## src/rtl/sint_eq_drv_pkg.sv

```systemverilog
// Shared types and constants for the signed-equality stimulus driver.
`default_nettype none

package sint_eq_drv_pkg;

    typedef enum logic [2:0] {
        ST_IDLE  = 3'd0,
        ST_ISSUE = 3'd1,
        ST_WAIT  = 3'd2,
        ST_CHECK = 3'd3,
        ST_DONE  = 3'd4
    } state_t;

    // x^7 + x^6 + 1 in a shift-left Fibonacci arrangement: feedback from bits 6 and 5
    localparam int LFSR_WIDTH = 7;
    localparam int LFSR_TAP_A = 6;
    localparam int LFSR_TAP_B = 5;

    typedef enum logic [1:0] {
        VC_EQUAL  = 2'd0,
        VC_LSB    = 2'd1,
        VC_SIGN   = 2'd2,
        VC_INVERT = 2'd3
    } vec_class_t;

    localparam int CNT_WIDTH = 8;

    function automatic logic [CNT_WIDTH-1:0] sat_inc(input logic [CNT_WIDTH-1:0] v);
        return (v == {CNT_WIDTH{1'b1}}) ? v : v + CNT_WIDTH'(1);
    endfunction

endpackage

`default_nettype wire

```

## src/rtl/sint_lfsr.sv

```systemverilog
// Fibonacci LFSR with synchronous seed load and single-step advance.
`default_nettype none

module sint_lfsr
    import sint_eq_drv_pkg::*;
#(
    parameter int               WIDTH       = LFSR_WIDTH,
    parameter logic [WIDTH-1:0] RESET_VALUE = 'h5A
) (
    input  logic             clk_i,
    input  logic             rst_ni,
    input  logic             load_i,
    input  logic             advance_i,
    input  logic [WIDTH-1:0] seed_i,
    output logic [WIDTH-1:0] next_o
);

    logic [WIDTH-1:0] lfsr_q;
    logic [WIDTH-1:0] lfsr_d;
    logic [WIDTH-1:0] step;

    // Only the upcoming value is exported: the operand registers load it on the same edge.
    always_comb begin
        step   = {lfsr_q[WIDTH-2:0], lfsr_q[LFSR_TAP_A] ^ lfsr_q[LFSR_TAP_B]};
        lfsr_d = lfsr_q;
        if (load_i) begin
            lfsr_d = seed_i;
        end else if (advance_i) begin
            lfsr_d = step;
        end
    end

    always_ff @(posedge clk_i or negedge rst_ni) begin
        if (!rst_ni) begin
            lfsr_q <= RESET_VALUE;
        end else begin
            lfsr_q <= lfsr_d;
        end
    end

    assign next_o = step;

endmodule

`default_nettype wire

```

## src/rtl/sint_eq_stimulus_driver.sv

```systemverilog
// Stimulus source and scoreboard for 7-bit signed equality comparator cells.
`default_nettype none

module sint_eq_stimulus_driver
    import sint_eq_drv_pkg::*;
#(
    parameter int               WIDTH       = 7,
    parameter int               NUM_VECTORS = 16,
    parameter logic [WIDTH-1:0] SEED        = 'h5A,
    parameter int               TIMEOUT     = 15
) (
    input  logic                 CLK,
    input  logic                 ASYNCRESETN,
    input  logic                 start,
    output logic [WIDTH-1:0]     I0,
    output logic [WIDTH-1:0]     I1,
    output logic                 valid,
    input  logic                 ready,
    input  logic                 res_valid,
    input  logic                 res,
    output logic                 busy,
    output logic                 done,
    output logic [CNT_WIDTH-1:0] pass_count,
    output logic [CNT_WIDTH-1:0] fail_count,
    output logic                 timeout_err
);

    localparam logic [WIDTH-1:0] SIGN_MASK = WIDTH'(1) << (WIDTH - 1);
    localparam logic [7:0]       LAST_K    = 8'(NUM_VECTORS - 1);
    localparam logic [7:0]       LAST_T    = 8'(TIMEOUT - 1);

    state_t                 state_q, state_d;
    logic [7:0]             k_q, k_d;
    logic [7:0]             tcnt_q, tcnt_d;
    logic [WIDTH-1:0]       i0_q, i0_d;
    logic [WIDTH-1:0]       i1_q, i1_d;
    logic                   valid_q, valid_d;
    logic                   done_q, done_d;
    logic [CNT_WIDTH-1:0]   pass_q, pass_d;
    logic [CNT_WIDTH-1:0]   fail_q, fail_d;
    logic                   terr_q, terr_d;
    logic                   res_q, res_d;
    logic                   to_q, to_d;
    logic                   lfsr_load;
    logic                   lfsr_adv;
    logic [WIDTH-1:0]       lfsr_next;

    sint_lfsr #(
        .WIDTH       (WIDTH),
        .RESET_VALUE (SEED)
    ) u_lfsr (
        .clk_i     (CLK),
        .rst_ni    (ASYNCRESETN),
        .load_i    (lfsr_load),
        .advance_i (lfsr_adv),
        .seed_i    (SEED),
        .next_o    (lfsr_next)
    );

    function automatic logic [WIDTH-1:0] form_i1(input logic [WIDTH-1:0] l, input vec_class_t c);
        case (c)
            VC_EQUAL: return l;
            VC_LSB:   return l ^ WIDTH'(1);
            VC_SIGN:  return l ^ SIGN_MASK;
            default:  return ~l;
        endcase
    endfunction

    always_comb begin
        state_d   = state_q;
        k_d       = k_q;
        tcnt_d    = tcnt_q;
        i0_d      = i0_q;
        i1_d      = i1_q;
        valid_d   = valid_q;
        done_d    = done_q;
        pass_d    = pass_q;
        fail_d    = fail_q;
        terr_d    = terr_q;
        res_d     = res_q;
        to_d      = to_q;
        lfsr_load = 1'b0;
        lfsr_adv  = 1'b0;

        case (state_q)
            ST_IDLE, ST_DONE: begin
                if (start) begin
                    state_d   = ST_ISSUE;
                    pass_d    = '0;
                    fail_d    = '0;
                    terr_d    = 1'b0;
                    done_d    = 1'b0;
                    k_d       = '0;
                    lfsr_load = 1'b1;
                    i0_d      = SEED;
                    i1_d      = form_i1(SEED, VC_EQUAL);
                    valid_d   = 1'b1;
                end
            end
            ST_ISSUE: begin
                if (valid_q && ready) begin
                    state_d = ST_WAIT;
                    valid_d = 1'b0;
                    tcnt_d  = '0;
                end
            end
            ST_WAIT: begin
                // A result in the expiry cycle takes priority over the timeout.
                if (res_valid) begin
                    state_d = ST_CHECK;
                    res_d   = res;
                    to_d    = 1'b0;
                end else if (tcnt_q == LAST_T) begin
                    state_d = ST_CHECK;
                    res_d   = 1'b0;
                    to_d    = 1'b1;
                end else begin
                    tcnt_d = tcnt_q + 8'd1;
                end
            end
            ST_CHECK: begin
                if (to_q) begin
                    fail_d = sat_inc(fail_q);
                    terr_d = 1'b1;
                end else if (res_q == (k_q[1:0] == VC_EQUAL)) begin
                    pass_d = sat_inc(pass_q);
                end else begin
                    fail_d = sat_inc(fail_q);
                end

                if (k_q == LAST_K) begin
                    state_d = ST_DONE;
                    done_d  = 1'b1;
                end else begin
                    state_d  = ST_ISSUE;
                    k_d      = k_q + 8'd1;
                    lfsr_adv = 1'b1;
                    i0_d     = lfsr_next;
                    i1_d     = form_i1(lfsr_next, vec_class_t'(k_q[1:0] + 2'd1));
                    valid_d  = 1'b1;
                end
            end
            default: begin
                state_d = ST_IDLE;
            end
        endcase
    end

    always_ff @(posedge CLK or negedge ASYNCRESETN) begin
        if (!ASYNCRESETN) begin
            state_q <= ST_IDLE;
            k_q     <= '0;
            tcnt_q  <= '0;
            i0_q    <= '0;
            i1_q    <= '0;
            valid_q <= 1'b0;
            done_q  <= 1'b0;
            pass_q  <= '0;
            fail_q  <= '0;
            terr_q  <= 1'b0;
            res_q   <= 1'b0;
            to_q    <= 1'b0;
        end else begin
            state_q <= state_d;
            k_q     <= k_d;
            tcnt_q  <= tcnt_d;
            i0_q    <= i0_d;
            i1_q    <= i1_d;
            valid_q <= valid_d;
            done_q  <= done_d;
            pass_q  <= pass_d;
            fail_q  <= fail_d;
            terr_q  <= terr_d;
            res_q   <= res_d;
            to_q    <= to_d;
        end
    end

    assign I0          = i0_q;
    assign I1          = i1_q;
    assign valid       = valid_q;
    assign done        = done_q;
    assign pass_count  = pass_q;
    assign fail_count  = fail_q;
    assign timeout_err = terr_q;
    assign busy        = (state_q == ST_ISSUE) || (state_q == ST_WAIT) || (state_q == ST_CHECK);

endmodule

`default_nettype wire
```

## config.mk

```make
export PLATFORM = sky130hd
export DESIGN_NAME = sint_eq_stimulus_driver
export DESIGN_NICKNAME = d
export VERILOG_FILES = /design/src/rtl/sint_eq_drv_pkg.sv /design/src/rtl/sint_lfsr.sv /design/src/rtl/sint_eq_stimulus_driver.sv
export SDC_FILE = /design/constraint.sdc
export NUM_CORES = 1
export LEC_CHECK = 0
export ABC_AREA = 1
export CORE_UTILIZATION = 45
export CTS_CLUSTER_SIZE = 25
export DETAILED_ROUTE_END_ITERATION = 6
export GPL_ROUTABILITY_DRIVEN = 1
export PLACE_DENSITY = 0.76
export SYNTH_ARGS = -nofsm -noshare
export SYNTH_HDL_FRONTEND = slang
export SYNTH_SLANG_ARGS = --single-unit
```

## constraint.sdc

```tcl
create_clock -name CLK -period 5.2 [get_ports CLK]
set_clock_uncertainty 0.2 [all_clocks]
set_input_delay 1.04 -clock CLK [delete_from_list [all_inputs] [get_ports CLK]]
set_output_delay 1.04 -clock CLK [all_outputs]
set_load 0.02 [all_outputs]
```

==> impl_metrics.csv, run 1 <==
group,metric,value,unit
sta,setup_viol,0,
clocking,cts-root-buf,"clkbuf_8",
critical_path,end_kind,"output pin",
detailed_routing,drtIter0Drc,176,
logic_synthesis,avgSynthCellArea,7.077,um^2
floorplan,core.rowCount,31,
clocking,htree_num_levels,3,
detailed_routing,drcViolationCount,0,
sta,tightest_slew,962.0,ps
sta,fmax,331.7,MHz
critical_path,cp_cell_sequence,"nor2_1 -> nor2_1 -> clkdlybuf4s50_1",
sta,relSlewSlack,35.71,%
layout,fin_nets,541,
outcome,outcome,"completed",
critical_path,crit_path_top_delay_cell,"clkdlybuf4s50_1",
min_path,hp-class,"reg2reg",
floorplan,die_y,89.16,um
pwr,power,2.140,mW
layout,drive_gt1_share,6.049,%
pwr,power_frac_seq,33.9,%
critical_path,critPathArrivalTime,1770,ps
global_route,grt_pass1_wl,12.81,mm
layout,synthToLayoutAreaGrowth,20.79,%
logic_synthesis,synth_edf_count,0,
pwr,internal-power,1.241,mW
critical_path,crit_fanout,7,
floorplan,initial_utilization,46.88,%
layout,antenna_cells,0,
sta,finalSetupTns,0,ps
logic_synthesis,synth_flop_cell,"dfrtp_1",
critical_path,worstSetupStartpointType,"register",
global_route,grt_pass1_vias,2904,
critical_path,path_class,"reg2out",
clocking,clock-sinks,61,
critical_path,cp_common_cell,"nor2_1",
detailed_routing,routed_wirelength,7.403,mm
pwr,p_comb_share,41.5,%
detailed_routing,postRouteAntennaNets,0,
pwr,switching_share,41.99,%
sta,hold_viol_final,0,
logic_synthesis,yosys.cell_types.count,32,
logic_synthesis,synth_seq_cells,61,
layout,final_common_cell,"nand2_1",
pwr,p_per_area,518.2,mW/mm^2
sta,rsz0062_at_grt,"false",
pwr,p_clk_share,24.6,%
pwr,max-vdd-ir-drop,0.0002730,V
pwr,switchingPower,0.8985,mW
detailed_routing,via_per_inst,4.957,
sta,final.period_utilization,57.97,%
global_route,grt_usage,20.94,%
logic_synthesis,synth_nets,500,
place,port_buffers,39,
logic_synthesis,ys_warn_count,0,
floorplan,dieArea,0.007949,mm^2
sta,slew_viol_final,0,
logic_synthesis,seq_area_frac_synth,44.80,%
place,dpl.hpwl,5.047,mm
pwr,leakagePower,2.069,nW
critical_path,path_buf_inv,1,
layout,final_cell_mix,"204 x nand2_1, 59 x nor2_1, 57 x dfrtp_1, 43 x nand3_1, 41 x inv_1",
clocking,cts-resized-gates,0,
global_route,antenna_found_initial,0,
place,routabilityCongestion,0.7898,
critical_path,cp_slowest_stage_delay,550,ps
floorplan,die_x,89.16,um
detailed_routing,vias,3113,
floorplan,pin_count,40,
clocking,clk_latency,350,ps
run,maxCapViolCount,0,
detailed_routing,drtPass1Iterations,4,
clocking,post-cts-setup-buffers,0,
critical_path,crit_required,3960,ps
clocking,clk_path_buf_depth,2,
global_route,overflow,0,
logic_synthesis,syn_area,0.003418,mm^2
logic_synthesis,async_reset_ff_share,100.0,%
floorplan,core,0.007292,mm^2
clocking,cts_hold_buffers,0,
detailed_routing,wl_per_cell,11.79,um
clocking,cts_tree,"yes",
logic_synthesis,syn_inst,483,
clocking,clk_pin_slew,70,ps
global_route,grt_max_degree,62,
sta,fin_crit,3014,ps
clocking,cts_buffers,9,
critical_path,cp_top_family,"buffers and inverters",
## cells in the mapped netlist (2+ instances only)
library cell,n,share of area [%]
o21ai_1,4,0.59
clkbuf_1,3,0.33
inv_1,41,4.5
nand3_1,43,6.3
xor2_1,3,0.77
nand2_1,204,22
nand2_2,2,0.37
buf_2,3,0.44
nand3_2,2,0.59
nor3_1,2,0.29
dfrtp_1,57,42
xnor2_1,2,0.51
o21ai_0,15,2.2
a21oi_1,7,1.0
or2_2,2,0.37
dfstp_2,4,3.1
buf_4,3,0.66
nor2_1,59,6.5
ha_1,11,4.0
o211ai_1,3,0.66
nand4_1,2,0.37
## per-stage QoR
stage	util (%)	cell area, um^2	cells	hold WS, ps	setup WS [ps]
floorplan	-	3418	483	257.9	3133
global placement	53.24	3882	612	258.7	2195
detailed placement	53.24	3882	612	262.5	2144
CTS	56.62	4129	628	284.1	2163
global route	56.62	4129	628	308.2	2112
finish	56.62	4129	628	277.8	2186
## worst reg2reg max path, cell delays in order (launching register included)
cell and delay, ps:
dfrtp_1 460, inv_1 190, nand3_2 330, nand2_1 190, nand2_2 90, inv_2 70, nand2_1 550, o21ai_1 360
## path summary, 6_finish.rpt
| check | start | to | slack, ps | cells past startpoint |
|---|---|---|---|---|
| worst max-delay path | state_q[1]$_DFFE_PN0P_ | busy | 2190 | 3 |
| worst min-delay path | I0[5]$_DFFE_PN0P_ | I0[5]$_DFFE_PN0P_ | 280 | 2 |
| worst max register to register | state_q[2]$_DFFE_PN0P_ | I0[6]$_DFFE_PN0P_ | 2660 | 7 |
| worst min register to register | I0[5]$_DFFE_PN0P_ | I0[5]$_DFFE_PN0P_ | 280 | 2 |
| max in group asynchronous | ASYNCRESETN | I0[5]$_DFFE_PN0P_ | 3640 | 2 |
| min in group asynchronous | ASYNCRESETN | pass_count[5]$_DFFE_PN0P_ | 650 | 2 |
## flip-flops by register name, summed over array words and instances, names as in the netlist, 3 cells and up
register and cells:
k_q 8, state_q 3, tcnt_q 8, I0 7, pass_count 8, u_lfsr.lfsr_q 7, fail_count 8, I1 7
## layer usage
metal  track usage (%)  share of wire, %
met1             26.49                47
met5                 0                 0
met2             35.39                48
met4             9.091               1.7
met3             3.601               3.8
## logic make-up after synthesis
family	after synthesis	share of synthesized area, %
DFF	61	44.80
and+or+nand+nor	321	38.43
adders and majority gates	11	4.026
buffers and inverters	52	6.149
xor gates and xnor gates	5	1.281
AOI/OAI and AO/OA	33	5.308
## final cells by class
class	instances	area [um^2]
fill	700	3163
multi-input combinational	370	1677
sequential	61	1531
timing repair buffer	40	392.9
inverter	42	157.7
clock buffer	9	123.9
tap	99	123.9
clock inverter	7	122.6
## power groups by stage
stage,clock network [mW],logic (mW),registers [mW]
after global routing,0.551,0.997,0.748
after global placement,0,0.866,0.728
after detailed placement,0,0.889,0.733
final,0.525,0.889,0.726
after floorplan,0,0.548,0.787
after CTS,0.537,0.896,0.726
(Power assumes the default switching activity.)
==> inputs of run 2 (changes only) <==
- clock period: 5.2 -> 3 ns (I/O delays scaled with it)
==> run 2 against run 1 <==
Against the previous run: critical path depth is the same; utilization down 0.67 points; count of clock-buffer cells in the layout increased by 3; die area did not move; non-clock buffer count rose by 1; flip-flop and latch count unchanged; wire length grew 0.14%; register-to-register slack worse by 1800 ps; largest power group unchanged.
==> impl_metrics.csv, run 2 (synthesis gave the netlist of run 1 again) <==
group,metric,value,unit
outcome,outcome,"completed",
sta,finalSetupTns,0,ps
sta,fmax,402.9,MHz
layout,synthToLayoutAreaGrowth,19.36,%
layout,fin_nets,542,
clocking,post-cts-setup-buffers,0,
pwr,p_per_area,848.4,mW/mm^2
clocking,htree_num_levels,3,
clocking,cts_hold_buffers,0,
layout,final_cell_mix,"204 x nand2_1, 59 x nor2_1, 57 x dfrtp_1, 43 x nand3_1, 41 x inv_1",
detailed_routing,postRouteAntennaNets,0,
clocking,cts_tree,"yes",
critical_path,worstSetupStartpointType,"register",
sta,setup_viol,0,
critical_path,r2r_setup_slack,830,ps
critical_path,critPathLaunch,"state_q[1]$_DFFE_PN0P_",
global_route,grt_pass1_wl,12.65,mm
floorplan,core.rowCount,31,
layout,final_common_cell,"nand2_1",
layout,antenna_cells,0,
layout,drive_gt1_share,6.038,%
global_route,grt_max_degree,62,
clocking,clock-sinks,61,
detailed_routing,drtIter0Drc,232,
floorplan,dieArea,0.007949,mm^2
clocking,clk_path_buf_depth,2,
global_route,grt_usage,20.78,%
detailed_routing,vias,3133,
clocking,cts_buffers,9,
floorplan,die_x,89.16,um
sta,fin_crit,2482,ps
clocking,clk_pin_slew,60,ps
layout,fin_cells,629,
place,routabilityCongestion,0.8193,
pwr,max-vdd-ir-drop,0.0004098,V
pwr,leakagePower,2.054,nW
detailed_routing,drcViolationCount,0,
floorplan,core,0.007292,mm^2
sta,rsz0062_at_grt,"false",
sta,final.period_utilization,82.74,%
detailed_routing,drtPass1Iterations,4,
place,dpl.hpwl,5.219,mm
global_route,grt_pass1_vias,2930,
clocking,clk_latency,340,ps
sta,hold_ws,61.40,ps
floorplan,pin_count,40,
place,numPlacedInstances,613,
sta,tightest_slew,706.7,ps
floorplan,initial_utilization,46.88,%
global_route,antenna_found_initial,0,
detailed_routing,via_per_inst,4.981,
detailed_routing,wl_per_cell,11.79,um
sta,hold_viol_final,0,
critical_path,crit_fanout,7,
clocking,cts-resized-gates,0,
clocking,cts-root-buf,"clkbuf_8",
sta,slew_viol_final,0,
critical_path,critPathArrivalTime,1680,ps
critical_path,crit_required,2200,ps
sta,relSlewSlack,52.72,%
global_route,overflow,0,
critical_path,r2r_start,"state_q[2]$_DFFE_PN0P_",
min_path,hp-class,"in2async",
detailed_routing,routed_wirelength,7.413,mm
layout,num-fill-cells,707,
critical_path,end_kind,"output pin",
floorplan,die_y,89.16,um
critical_path,path_class,"reg2out",
place,port_buffers,39,
run,maxCapViolCount,0,
[run 2: final timing paths]
check	cells past startpoint	to
max in group asynchronous	2	u_lfsr.lfsr_q[6]$_DFFE_PN1P_
min	2	pass_count[4]$_DFFE_PN0P_
min reg2reg	2	I1[5]$_DFFE_PN0P_
max	3	busy
max reg2reg	5	I1[0]$_DFFE_PN0P_
min in group CLK	2	I1[5]$_DFFE_PN0P_
[run 2: metrics by stage]
step | setup slack [ps] | power (mW) | area, um^2 | utilization, %
final | 517.9 | 3.461 | 4080 | 55.95
after global routing | 430.0 | 3.745 | 4080 | 55.95
after CTS | 495.6 | 3.501 | 4080 | 55.95
after detailed placement | 786.1 | 2.827 | 3902 | 53.52
after global placement | 804.1 | 2.781 | 3902 | 53.52
after floorplan | 1318 | 2.314 | 3418 | -
[run 2: area by class of cell]
type                    instances  area (um^2)  area share, %
repair buffers                 41        412.9          10.12
well taps                      99        123.9          3.036
flip-flops and latches         61         1531          37.53
clock buffers                  12        155.1          3.803
multi-input cells             370         1677          41.09
clock inverters                 4        22.52         0.5520
inverters                      42        157.7          3.864
[run 2: where the power goes]
| group | switching, mW | internal, mW | total [mW] | leakage (nW) |
|---|---|---|---|---|
| clock network | 0.308 | 0.340 | 0.649 | 0.0921 |
| registers | 0.203 | 1.06 | 1.26 | 0.800 |
| logic | 1.00 | 0.547 | 1.55 | 1.16 |
| total | 1.51 | 1.95 | 3.46 | 2.05 |
[run 2: critical path, stage by stage, from the launching register on]
cell	delay [ps]
dfrtp_1	460
nor2_1	270
nor2_1	80
clkdlybuf4s50_1	540
[run 2: layer usage]
layer  wire (um)  track usage, %  vias up
met5           0               0        -
met4          81           7.215        0
met3         442           5.817        7
met2        3615           35.53       73
met1        3273           25.21     1466
li1            -               -     1587
==> RTL change 1, RTL diff (config.mk and constraints of run 2) <==
`WIDTH`: 7 -> 9.
--- a/src/rtl/sint_eq_stimulus_driver.sv
+++ b/src/rtl/sint_eq_stimulus_driver.sv
@@ -6,3 +6,3 @@
 #(
-    parameter int               WIDTH       = 7,
+    parameter int               WIDTH       = 9,
     parameter int               NUM_VECTORS = 16,
Ports: changed (resized I0 and I1); port bits go from 40 to 44. The function was not compared with the original's and may differ.
==> RTL change 1 against run 2 <==
Core utilization is 0.35 points lower; worst setup slack better by 55 ps; final area is 6.4% higher; sequential cell count is 5 higher; total power is 11% higher; non-clock buffer count is 4 higher; global-route usage is 0.13 points lower; sequential power is 9% higher; routed wire length is 7.7% higher; area after synthesis is 7.1% higher.
==> RTL change 1: results <==
grt:
  grt_pass1_wl_mm: 13.94
  grt_pass1_vias: 3098
  track_usage_pct: 20.64
  grt_max_degree: 37
sta:
  hold_ws_ps: 105.0
  relSlewSlack_pct: 51.68
route:
  drtIter0Drc: 242
  met3_length_um: 223
  vias: 3237
  dr_wl_met2_mm: 3.847
  first_pass_iters: 6
yosys:
  synth_top_area_share_pct: 42.38
  yosys-top-cells-area: "dfrtp_1, nand2_1, nand3_1"
  ys_seq_area_share_pct: 45.25
power:
  peakVddDrop_mv: 0.5350
  p_leak_nw: 2.090
placement:
  port_buffers: 43
  place.gp.congestion: 0.8008
  pre_cts_slack_ps: 688.1
finish:
  drive_gt1_share_pct: 9.793
  nFillCells: 717
setup_path:
  reg2regPathDepth: 7
  critPathMaxFanout: 6
  worstPathArrival_ps: 1630
  reg2reg_to: "k_q[0]"
outcome:
  run_status: "finished clean"
-- RTL change 1: cell type report --
| type | instances | area, sq um | share of cell area, % |
|---|---|---|---|
| repair buffers | 45 | 452.9 | 10.43 |
| clock buffers | 10 | 127.6 | 2.939 |
| multi-input cells | 366 | 1777 | 40.92 |
| inverters | 38 | 142.6 | 3.285 |
| flip-flops and latches | 66 | 1657 | 38.16 |
| clock inverters | 6 | 57.56 | 1.326 |
| well taps | 102 | 127.6 | 2.939 |
-- RTL change 1: metal layers --
layer | global-route usage, % | up-vias
li1 | - | 1613
met1 | 27.03 | 1559
met2 | 33.83 | 55
met3 | 3.068 | 10
met4 | 9.245 | 0
met5 | 0 | -
-- RTL change 1: logic make-up after synthesis --
| logic type | Yosys count | share of synthesized area [%] |
|---|---|---|
| adders and majority gates | 10 | 3.418 |
| xor gates and xnor gates | 4 | 0.9568 |
| buffers and inverters | 50 | 6.220 |
| DFF | 66 | 45.25 |
| and+or+nand+nor | 306 | 36.33 |
| AOI/OAI and AO/OA | 46 | 7.827 |
-- RTL change 1: worst max-delay path by stage --
stage | startpoint | endpoint | slack [ps] | cells past startpoint
global placement | start | u_lfsr.lfsr_q[2] | 740 | 6
global route | state_q[1] | busy | 440 | 3
detailed placement | start | u_lfsr.lfsr_q[5] | 690 | 6
floorplan | k_q[0] | I1[8] | 1280 | 7
CTS | state_q[1] | busy | 550 | 3
finish | state_q[1] | busy | 570 | 3
-- RTL change 1: report_power, final --
| part | total, mW | internal [mW] | switching [mW] |
|---|---|---|---|
| Combinational | 1.74 | 0.617 | 1.13 |
| Clock | 0.721 | 0.378 | 0.343 |
| Sequential | 1.37 | 1.15 | 0.216 |
| Total | 3.83 | 2.15 | 1.69 |
-- RTL change 1: worst max-delay path, cell delays in order (launching register included) --
cell and delay (ps):
dfrtp_1 440, nor2_1 220, nor2_1 80, clkdlybuf4s50_1 550
-- RTL change 1: through the flow --
stage          util [%]  cells  cell area, sq um
6_report          55.61    633              4342
2_1_floorplan         -    482              3661
3_3_place_gp      53.24    617              4156
4_1_cts           55.61    633              4342
3_5_place_dp      53.24    617              4156
5_1_grt           55.61    633              4342
==> RTL change 2, RTL diff (settings of run 2) <==
Without the edit above. Take the reset off `k_q` and load it in a clocked block of its own.
--- a/src/rtl/sint_eq_stimulus_driver.sv
+++ b/src/rtl/sint_eq_stimulus_driver.sv
@@ -151,3 +151,2 @@
             state_q <= ST_IDLE;
-            k_q     <= '0;
             tcnt_q  <= '0;
@@ -164,3 +163,2 @@
             state_q <= state_d;
-            k_q     <= k_d;
             tcnt_q  <= tcnt_d;
@@ -176,2 +174,6 @@
         end
+    end
+
+    always_ff @(posedge CLK) begin
+        k_q <= k_d;
     end
Function: same outputs for any inputs over 10 cycles, from zero or initial values and one cycle with ASYNCRESETN low; that may be too few to reach the edited logic, so the function may still have changed.
==> RTL change 2 against run 2 <==
Global-route usage is 1.7 points lower; worst hold slack better by 120 ps; sequential power is 3% higher; final area is 0.21% higher; total power is 1.6% lower; combinational power is 6% lower; register-to-register slack better by 20 ps; sequential cell count stayed put; routed wire length is 4.5% lower; area after synthesis is 1.5% higher; worst setup slack better by 33 ps; synthesized cell count is 6.8% lower; largest power group unchanged.
==> RTL change 2: results <==
setup_path:
  worst_path_largest_cell_delay_ps: 620
  cp_top_family: "buffers and inverters"
  critPathMaxFanout: 5
  cpMaxStageDelayCell: "clkdlybuf4s50_1"
  reg2reg_to: "pass_count[3]"
  reg2reg_slack_ps: 850
  reg2regPathDepth: 9
  timing.rr.start: "k_q[0]"
power:
  p_leak_nw: 1.915
  peakVddDrop_mv: 0.5438
yosys:
  ys_seq_area_share_pct: 45.28
  synthDistinctLibCells: 35
  avgSynthCellArea_sq_um: 7.713
  yosys-top-cells-area: "dfrtp_1, nand2_1, edfxtp_1"
  synthTopCellsByCount: "nand2_1, nor2_1, dfrtp_1"
  synth_nets: 467
  synth-edff-count: 8
  async_flop_share_pct: 86.89
sta:
  max_slew.worst_pin.slew_ps: 883.7
  finalSetupTns_ps: 0
  hold_ws_ps: 178.3
route:
  wl_met1_mm: 3.334
  wl_mm: 7.080
  first_pass_iters: 4
  drtIter0Drc: 173
  met3_length_um: 265
  wire_per_inst_um: 11.86
  vias_per_cell: 4.987
  dr_wl_met2_mm: 3.358
finish:
  drive_gt1_share_pct: 10.04
  layout.nets: 510
cts:
  htree_levels: 3
  cts_buffers: 9
placement:
  pre_cts_slack_ps: 718.4
  dp.cells: 581
  dp_hpwl_mm: 5.115
  post_dp_cell_area_sq_um: 3913
  place.gp.congestion: 0.9202
  port_buffers: 39
grt:
  grt_pass1_wl_mm: 12.42
  grt_pass1_vias: 2821
  track_usage_pct: 19.05
  grt_max_degree: 40
outcome:
  run_status: "finished clean"
-- RTL change 2: changes by cell type after synthesis, sizes merged, moves of 3 or more --
cell / delta
nand2: -40
dfrtp: -8
clkbuf: -3
nor2: -5
edfxtp: +8
o21ai: +7
-- RTL change 2: metal layers --
metal / global-route usage [%] / up-vias
li1: - / 1513
met1: 23.81 / 1394
met2: 31.41 / 60
met3: 3.384 / 10
met4: 10.25 / 0
met5: 0 / -
-- RTL change 2: worst register-to-register path, cell delays in order, from the launching register on --
cell	delay (ps)
edfxtp_1	510
inv_1	150
ha_1	270
nand2_1	80
nand2_1	40
nor2_1	70
nand3_1	300
nand2_1	300
nand2_1	90
nand2_1	60
-- RTL change 2: cells by family after synthesis --
family                   Yosys count  share of synthesized area [%]
AO/OA/AOI/OAI                     41                          7.534
buffers and inverters             54                          7.246
XOR/XNOR                           5                          1.262
AND/OR/NAND/NOR                  278                          34.72
adder cells (fa/ha/maj)           11                          3.965
flip-flops                        61                          45.28
-- RTL change 2: power breakdown --
part	switching, mW	internal, mW	leakage (nW)
sequential	0.202	1.10	0.766
clock	0.331	0.318	0.0880
combinational	0.933	0.521	1.06
-- RTL change 2: worst max path at each step --
stage	to	slack (ps)	startpoint	depth (start not counted)
after floorplan	fail_count[5]	1270	k_q[0]	8
after global placement	I0[4]	770	start	6
after detailed placement	I1[4]	720	start	6
after CTS	busy	550	state_q[1]	3
after global routing	busy	490	state_q[1]	3
final	busy	550	state_q[1]	3
-- RTL change 2: layout make-up --
| class | instances | area, sq um |
|---|---|---|
| fillers | 697 | 3281 |
| multi-input cells | 335 | 1648 |
| flip-flops and latches | 61 | 1572 |
| repair buffers | 41 | 400.4 |
| inverters | 45 | 168.9 |
| clock buffers | 10 | 137.6 |
| well taps | 99 | 123.9 |
| clock inverters | 6 | 38.79 |
